**config.mk**
```make
export PLATFORM = sky130hd
export DESIGN_NAME = smd_pad_reader_flat
export DESIGN_NICKNAME = d
export VERILOG_FILES = /design/src/rtl/smd_pad_reader_pkg.sv /design/src/rtl/smd_pad_reader_if.sv /design/src/rtl/smd_pad_reader_sync.sv /design/src/rtl/smd_pad_reader.sv /design/src/flat_wrapper.sv
export SDC_FILE = /design/constraint.sdc
export NUM_CORES = 1
export LEC_CHECK = 0
export BUFFER_PORTS_ARGS = -buffer_cell sky130_fd_sc_hd__buf_2
export CORE_MARGIN = 2
export CORE_UTILIZATION = 53
export DETAILED_ROUTE_END_ITERATION = 10
export PLACE_DENSITY = 0.85
export SYNTH_ARGS = -nofsm -noshare
export SYNTH_HDL_FRONTEND = slang
export SYNTH_SLANG_ARGS = --single-unit
```
**constraint.sdc**
```tcl
create_clock -name clk -period 2 [get_ports clk]
set_input_delay 0.4 -clock clk [delete_from_list [all_inputs] [get_ports clk]]
set_output_delay 0.4 -clock clk [all_outputs]
set_load 0.03 [all_outputs]
```
**src/rtl/smd_pad_reader_pkg.sv**
```systemverilog
// Shared constants for the Mega Drive six-button pad poller.
package smd_pad_pkg;

    // Bit positions within the published buttons word.
    localparam int BTN_UP = 0;
    localparam int BTN_DW = 1;
    localparam int BTN_LF = 2;
    localparam int BTN_RG = 3;
    localparam int BTN_A  = 4;
    localparam int BTN_B  = 5;
    localparam int BTN_C  = 6;
    localparam int BTN_ST = 7;
    localparam int BTN_Z  = 8;
    localparam int BTN_Y  = 9;
    localparam int BTN_X  = 10;
    localparam int BTN_MD = 11;

    // Connector pin positions within the 6-bit pad data bus.
    localparam int PIN1 = 5;
    localparam int PIN2 = 4;
    localparam int PIN3 = 3;
    localparam int PIN4 = 2;
    localparam int PIN6 = 1;
    localparam int PIN9 = 0;

    // Number of TH phases in one read sequence.
    localparam int unsigned NUM_PHASES = 8;

    // Poller state encoding.
    localparam logic [1:0] ST_IDLE = 2'd0;
    localparam logic [1:0] ST_POLL = 2'd1;
    localparam logic [1:0] ST_DONE = 2'd2;

endpackage

```
**src/rtl/smd_pad_reader_if.sv**
```systemverilog
// Host-side handshake and result bus of the pad poller.
interface smd_pad_if;

    logic        start;
    logic [11:0] buttons;
    logic        present;
    logic        six_btn;
    logic        valid;
    logic        busy;

    // Host logic requesting polls and consuming results.
    modport master (
        output start,
        input  buttons,
        input  present,
        input  six_btn,
        input  valid,
        input  busy
    );

    // The poller itself.
    modport slave (
        input  start,
        output buttons,
        output present,
        output six_btn,
        output valid,
        output busy
    );

endinterface

```
**src/rtl/smd_pad_reader_sync.sv**
```systemverilog
// Two-flop synchronizer for the asynchronous pad data pins.
module smd_pad_sync (
    input  logic       clk,
    input  logic       rst,
    input  logic [5:0] d,
    output logic [5:0] q
);

    logic [5:0] meta;

    // Pins idle high (active-low, pulled up), so reset to all ones.
    always_ff @(posedge clk) begin
        if (rst) begin
            meta <= '1;
            q    <= '1;
        end else begin
            meta <= d;
            q    <= meta;
        end
    end

endmodule

```
**src/rtl/smd_pad_reader.sv**
```systemverilog
// Console-side poller for the Mega Drive six-button pad: drives TH through
// eight phases, samples the pad pins once per phase and publishes a decoded
// button word together with pad-presence and pad-type flags.
module smd_pad_reader
    import smd_pad_pkg::*;
#(
    parameter int unsigned HALF_CYCLES   = 130,
    parameter int unsigned POLL_INTERVAL = 167000
) (
    input  logic       clk,
    input  logic       rst,
    smd_pad_if.slave   host,
    input  logic [5:0] p,
    output logic       p7
);

    localparam int unsigned HC_W = $clog2(HALF_CYCLES);
    localparam int unsigned IC_W = (POLL_INTERVAL > 1) ? $clog2(POLL_INTERVAL) : 1;
    localparam logic [HC_W-1:0] HC_LAST = HC_W'(HALF_CYCLES - 1);
    localparam logic [IC_W-1:0] IC_LAST = IC_W'((POLL_INTERVAL == 0) ? 0 : POLL_INTERVAL - 1);
    localparam logic [2:0]      PH_LAST = 3'(NUM_PHASES - 1);

    logic [1:0]      state;
    logic [HC_W-1:0] hc_cnt;
    logic [2:0]      phase;
    logic [IC_W-1:0] idle_cnt;
    logic [5:0]      p_s;

    // Only the sample bits the decoder looks at are kept.
    logic [5:0] s0;
    logic [3:0] s1;
    logic [3:0] s5;
    logic [3:0] s6;
    logic [3:0] s7;

    logic        auto_poll;
    logic        phase_end;
    logic        present_d;
    logic        six_d;
    logic [11:0] btn_d;

    smd_pad_sync u_sync (
        .clk (clk),
        .rst (rst),
        .d   (p),
        .q   (p_s)
    );

    assign auto_poll = (POLL_INTERVAL != 0) && (idle_cnt == IC_LAST);
    assign phase_end = (hc_cnt == HC_LAST);
    assign host.busy = (state != ST_IDLE);

    // Sequencer: idle timing, phase stepping and the TH select line.
    always_ff @(posedge clk) begin
        if (rst) begin
            state    <= ST_IDLE;
            idle_cnt <= '0;
            hc_cnt   <= '0;
            phase    <= '0;
            p7       <= 1'b1;
        end else begin
            case (state)
                ST_IDLE: begin
                    p7 <= 1'b1;
                    if (host.start || auto_poll) begin
                        state    <= ST_POLL;
                        idle_cnt <= '0;
                        hc_cnt   <= '0;
                        phase    <= '0;
                    end else begin
                        idle_cnt <= idle_cnt + 1'b1;
                    end
                end
                ST_POLL: begin
                    if (phase_end) begin
                        hc_cnt <= '0;
                        if (phase == PH_LAST) begin
                            state <= ST_DONE;
                            p7    <= 1'b1;
                        end else begin
                            phase <= phase + 3'd1;
                            // Next phase is odd (TH low) exactly when this one is even.
                            p7    <= phase[0];
                        end
                    end else begin
                        hc_cnt <= hc_cnt + 1'b1;
                    end
                end
                ST_DONE: begin
                    state <= ST_IDLE;
                    p7    <= 1'b1;
                end
                default: begin
                    state <= ST_IDLE;
                    p7    <= 1'b1;
                end
            endcase
        end
    end

    // Capture the synchronized pins on the last cycle of the phases that matter.
    always_ff @(posedge clk) begin
        if (rst) begin
            s0 <= '1;
            s1 <= '1;
            s5 <= '1;
            s6 <= '1;
            s7 <= '1;
        end else if (state == ST_POLL && phase_end) begin
            case (phase)
                3'd0: s0 <= p_s;
                3'd1: s1 <= {p_s[PIN3], p_s[PIN4], p_s[PIN6], p_s[PIN9]};
                3'd5: s5 <= {p_s[PIN1], p_s[PIN2], p_s[PIN3], p_s[PIN4]};
                3'd6: s6 <= {p_s[PIN1], p_s[PIN2], p_s[PIN3], p_s[PIN4]};
                3'd7: s7 <= {p_s[PIN1], p_s[PIN2], p_s[PIN3], p_s[PIN4]};
                default: ;
            endcase
        end
    end

    // Decode the captured samples into active-high buttons and pad flags.
    always_comb begin
        present_d = (s1[3:2] == 2'b00);
        six_d     = present_d && (s5 == 4'b0000) && (s7 == 4'b1111);
        btn_d     = '0;
        if (present_d) begin
            btn_d[BTN_UP] = ~s0[PIN1];
            btn_d[BTN_DW] = ~s0[PIN2];
            btn_d[BTN_LF] = ~s0[PIN3];
            btn_d[BTN_RG] = ~s0[PIN4];
            btn_d[BTN_B]  = ~s0[PIN6];
            btn_d[BTN_C]  = ~s0[PIN9];
            btn_d[BTN_A]  = ~s1[1];
            btn_d[BTN_ST] = ~s1[0];
            if (six_d) begin
                btn_d[BTN_Z]  = ~s6[3];
                btn_d[BTN_Y]  = ~s6[2];
                btn_d[BTN_X]  = ~s6[1];
                btn_d[BTN_MD] = ~s6[0];
            end
        end
    end

    // Publish results atomically in the single DONE cycle.
    always_ff @(posedge clk) begin
        if (rst) begin
            host.buttons <= '0;
            host.present <= 1'b0;
            host.six_btn <= 1'b0;
            host.valid   <= 1'b0;
        end else begin
            host.valid <= (state == ST_DONE);
            if (state == ST_DONE) begin
                host.buttons <= btn_d;
                host.present <= present_d;
                host.six_btn <= six_d;
            end
        end
    end

endmodule

```
**src/flat_wrapper.sv**
```systemverilog
// flat-port wrapper written by rule: the top's interface ports become plain ports
module smd_pad_reader_flat import smd_pad_pkg::*;
#(
    parameter int unsigned HALF_CYCLES   = 130,
    parameter int unsigned POLL_INTERVAL = 167000
)
  (clk, rst, p, p7, host_start, host_buttons, host_present, host_six_btn, host_valid, host_busy);
  smd_pad_if host_i ();
  input  logic clk;
  input  logic rst;
  input  logic [5:0] p;
  output logic p7;
  input wire logic [$bits(host_i.start)-1:0] host_start;
  output wire logic [$bits(host_i.buttons)-1:0] host_buttons;
  output wire logic [$bits(host_i.present)-1:0] host_present;
  output wire logic [$bits(host_i.six_btn)-1:0] host_six_btn;
  output wire logic [$bits(host_i.valid)-1:0] host_valid;
  output wire logic [$bits(host_i.busy)-1:0] host_busy;
  assign host_i.start = host_start;
  assign host_buttons = host_i.buttons;
  assign host_present = host_i.present;
  assign host_six_btn = host_i.six_btn;
  assign host_valid = host_i.valid;
  assign host_busy = host_i.busy;
  smd_pad_reader #(.HALF_CYCLES(HALF_CYCLES), .POLL_INTERVAL(POLL_INTERVAL)) u_core (.clk(clk), .rst(rst), .host(host_i), .p(p), .p7(p7));
endmodule
```
==> impl_metrics.ini <==
[critical_path]
timing.critical_path.arrival_ns = 2.19
path_class = reg2reg
crit_top_cell = or4_4
rr_endpoint = u_core.idle_cnt[15]$_SDFFE_PP0N_
path_cells = nand2_2 -> or4_4 -> or4_4 -> a221oi_2
rr_worst_depth = 4
reg2reg_slack_ns = 0.09
reg2reg_from = u_core.idle_cnt[10]$_SDFFE_PP0N_
critical_path.max_stage_delay_ns = 0.57
required_ns = 2.28
worstPathMaxFanout = 6
slowest_stage = or4_4
cp-end-kind = register
start_kind = register

[status]
outcome = finished clean

[sta]
relSlewSlack_pct = 63.34
skew_ns = 0.008260
max_freq_mhz = 522.5
period_minus_slack_ns = 1.914
hold_viol = 0
rsz0062_at_grt = false
final_max_slew_viol_count = 0
setup_viol = 0
worstMarginPinSlew_ns = 0.5499
hold_ws_ns = 0.2210
period_share_pct = 95.70
fin_setup_tns_ns = 0

[synth]
synth_fp_nets = 391
synth_flop_cell = dfxtp_1
async_reset_ff_share_pct = 0
synth-seq-cells = 81
synthCells = 374
synth-edff-count = 0
yosys_warnings = 0
synthesis.area_mm2 = 0.003471
yosysSeqAreaShare_pct = 46.72
yosysUniqueCellTypes = 57
avgSynthCellArea_um2 = 9.280

[floorplan]
ios = 26
core_area_mm2 = 0.006350
dieArea_mm2 = 0.007212
rows = 29
die_w_um = 84.93
die_h_um = 84.93
initial_utilization_pct = 54.66

[cells_and_area]
nets = 435
fin_util_pct = 63.86
syn2layout_area_growth_pct = 16.83
num_antenna_cells = 0
design_area_mm2 = 0.004055
drive_gt1_share_pct = 23.40

[power]
p_seq_share_pct = 53.8
irDropWorstVdd_v = 0.0005030
power.total_mw = 3.054
clkPwrFrac_pct = 41.1
p_sw_mw = 0.7399
p_sw_share_pct = 24.23
intPower_mw = 2.314
power_frac_comb_pct = 5.1
power_leakage_nw = 1.630
power.density_mw_per_mm2 = 753.1

[placed_design]
gp_congestion = 0.8891
placed_area_mm2 = 0.003832
dp_hpwl_um = 5318
portBuffers = 25

[hold_path]
hold_class = in2reg
hp-start = p[4]
whs_endpoint = u_core.u_sync.meta[4]$_SDFF_PP1_
hold_path_depth = 2

[route]
drt_iter0_drc = 185
vias_per_cell = 5.918
vias = 2959
finalWirelength_um = 7614
drc = 0
ant_nets = 0
drt-pass1-iter-count = 4
wl_per_cell_um = 15.23

[global_routing]
grt_remaining_overflow = 0
gr-usage-all-layers_pct = 22.29
grt_pass1_vias = 2864
grt_max_degree = 46
antenna_found_initial = 0
grt_pass1_wl_um = 12910

[clock_tree]
postCtsHoldBufs = 0
tritoncts = yes
cts_max_level = 3
numCtsBuffers = 9
cts_resized = 0
clockRootBuffer = clkbuf_8
clkSinkCount = 81
cts_buffer_depth = 2
path_clk_slew_ns = 0.09
clk_latency_ns = 0.36
postCtsSetupBuffers = 0

[job]
maxCapViolCount = 0
cell usage in the layout (no fill, tap or decap), types with 4 or more instances in the layout:
cell type and count:
clkinv_4 4, or2_2 12, ha_1 8, buf_4 27
o21ai_0 7, a21oi_1 19, a221oi_1 5, nor4_1 4
nand4_1 8, nor2_1 52, nand3_1 19, or3_1 4
nor3_1 7, a2bb2oi_1 4, clkbuf_8 10, a311oi_1 4
dfxtp_1 79, nand2_1 17, and3_1 4, inv_1 8
xor2_1 6, buf_2 25, mux2i_1 18, a211oi_1 12
cell type report:
type / instances / area, um^2
Sequential cell: 81 / 1624
Timing Repair Buffer: 53 / 347.8
Fill cell: 504 / 2295
Clock inverter: 6 / 76.32
Inverter: 9 / 33.78
Clock buffer: 10 / 137.6
Multi-Input combinational cell: 264 / 1739
Tap cell: 77 / 96.34
per-layer routing:
| layer | up-vias | part of all wire (%) | GRT usage (%) |
|---|---|---|---|
| met2 | 68 | 50 | 37.08 |
| met5 | - | 0 | 0 |
| met3 | 13 | 4.7 | 6.518 |
| met1 | 1432 | 44 | 27.28 |
| li1 | 1446 | - | - |
| met4 | 0 | 1.6 | 8.802 |
cell families after synthesis:
family | after synthesis | synth area share [%]
multiplexers | 18 | 5.191
adder cells (fa/ha/maj) | 8 | 2.884
XOR/XNOR | 9 | 2.271
flip-flops | 81 | 46.72
AND/OR/NAND/NOR | 157 | 24.84
AO/OA/AOI/OAI | 72 | 14.74
buffers and inverters | 29 | 3.353
registers in the layout (all words and copies together), names as in the netlist:
name,count
u_core.host.buttons,12
u_core.u_sync.q,6
u_core.state,2
u_core.s6,4
u_core.host.six_btn,1
u_core.host.present,1
u_core.s5,4
u_core.s1,4
u_core.p7,1
u_core.phase,3
u_core.host.valid,1
u_core.s0,6
u_core.idle_cnt,18
u_core.hc_cnt,8
u_core.s7,4
u_core.u_sync.meta,6
synth_stat cells, types with 3 or more instances:
master,count,area (um^2)
mux2i_1,18,180.2
dfxtp_1,81,1622
a311oi_1,4,35.03
nor4_1,4,25.02
nor2_1,52,195.2
o211ai_1,3,22.52
a21oi_1,20,100.1
clkbuf_1,16,60.06
xor2_1,6,52.55
ha_1,8,100.1
buf_2,3,15.01
nand3_1,19,95.09
or2_2,12,75.07
o21ai_0,7,35.03
o31ai_1,3,22.52
nand4_1,8,50.05
a221oi_1,5,43.79
nand2b_1,3,18.77
nor3_1,7,35.03
nand2_1,18,67.56
and3_1,4,25.02
or3_1,4,25.02
a211oi_1,12,90.09
inv_1,8,30.03
or4bb_1,3,33.78
xnor2_1,3,26.28
a2bb2oi_1,4,35.03
worst max-delay path: cells and delay by family (launching register included):
family	cells	cell delay [ns]
simple gates	3	1.21
flops	1	0.40
compound gates	1	0.23
metrics by stage:
step           std cells  setup slack [ns]
6_report             500           0.08597
3_3_place_gp         484            0.1195
3_5_place_dp         484           0.06503
4_1_cts              500           0.04738
2_1_floorplan        374           0.08087
5_1_grt              500           0.01887
how the worst max path moves through the flow:
stage / startpoint / to / slack, ns / cells past startpoint
floorplan: u_core.idle_cnt[2]$_SDFFE_PP0N_ / u_core.idle_cnt[16]$_SDFFE_PP0N_ / 0.08 / 6
global placement: u_core.idle_cnt[7]$_SDFFE_PP0N_ / u_core.idle_cnt[15]$_SDFFE_PP0N_ / 0.12 / 4
detailed placement: u_core.idle_cnt[7]$_SDFFE_PP0N_ / u_core.idle_cnt[15]$_SDFFE_PP0N_ / 0.07 / 4
CTS: u_core.idle_cnt[7]$_SDFFE_PP0N_ / u_core.idle_cnt[15]$_SDFFE_PP0N_ / 0.05 / 4
global route: u_core.idle_cnt[9]$_SDFFE_PP0N_ / u_core.phase[2]$_SDFFE_PP0P_ / 0.02 / 6
finish: u_core.idle_cnt[10]$_SDFFE_PP0N_ / u_core.idle_cnt[15]$_SDFFE_PP0N_ / 0.09 / 4
power by group through the flow:
stage | logic [mW] | registers (mW) | clock network, mW
after floorplan | 0.103 | 1.68 | 0
after global placement | 0.148 | 1.68 | 0
after detailed placement | 0.153 | 1.68 | 0
after CTS | 0.154 | 1.64 | 1.27
after global routing | 0.172 | 1.65 | 1.34
final | 0.155 | 1.64 | 1.26
Note: power is estimated with default switching activity, not from simulation.
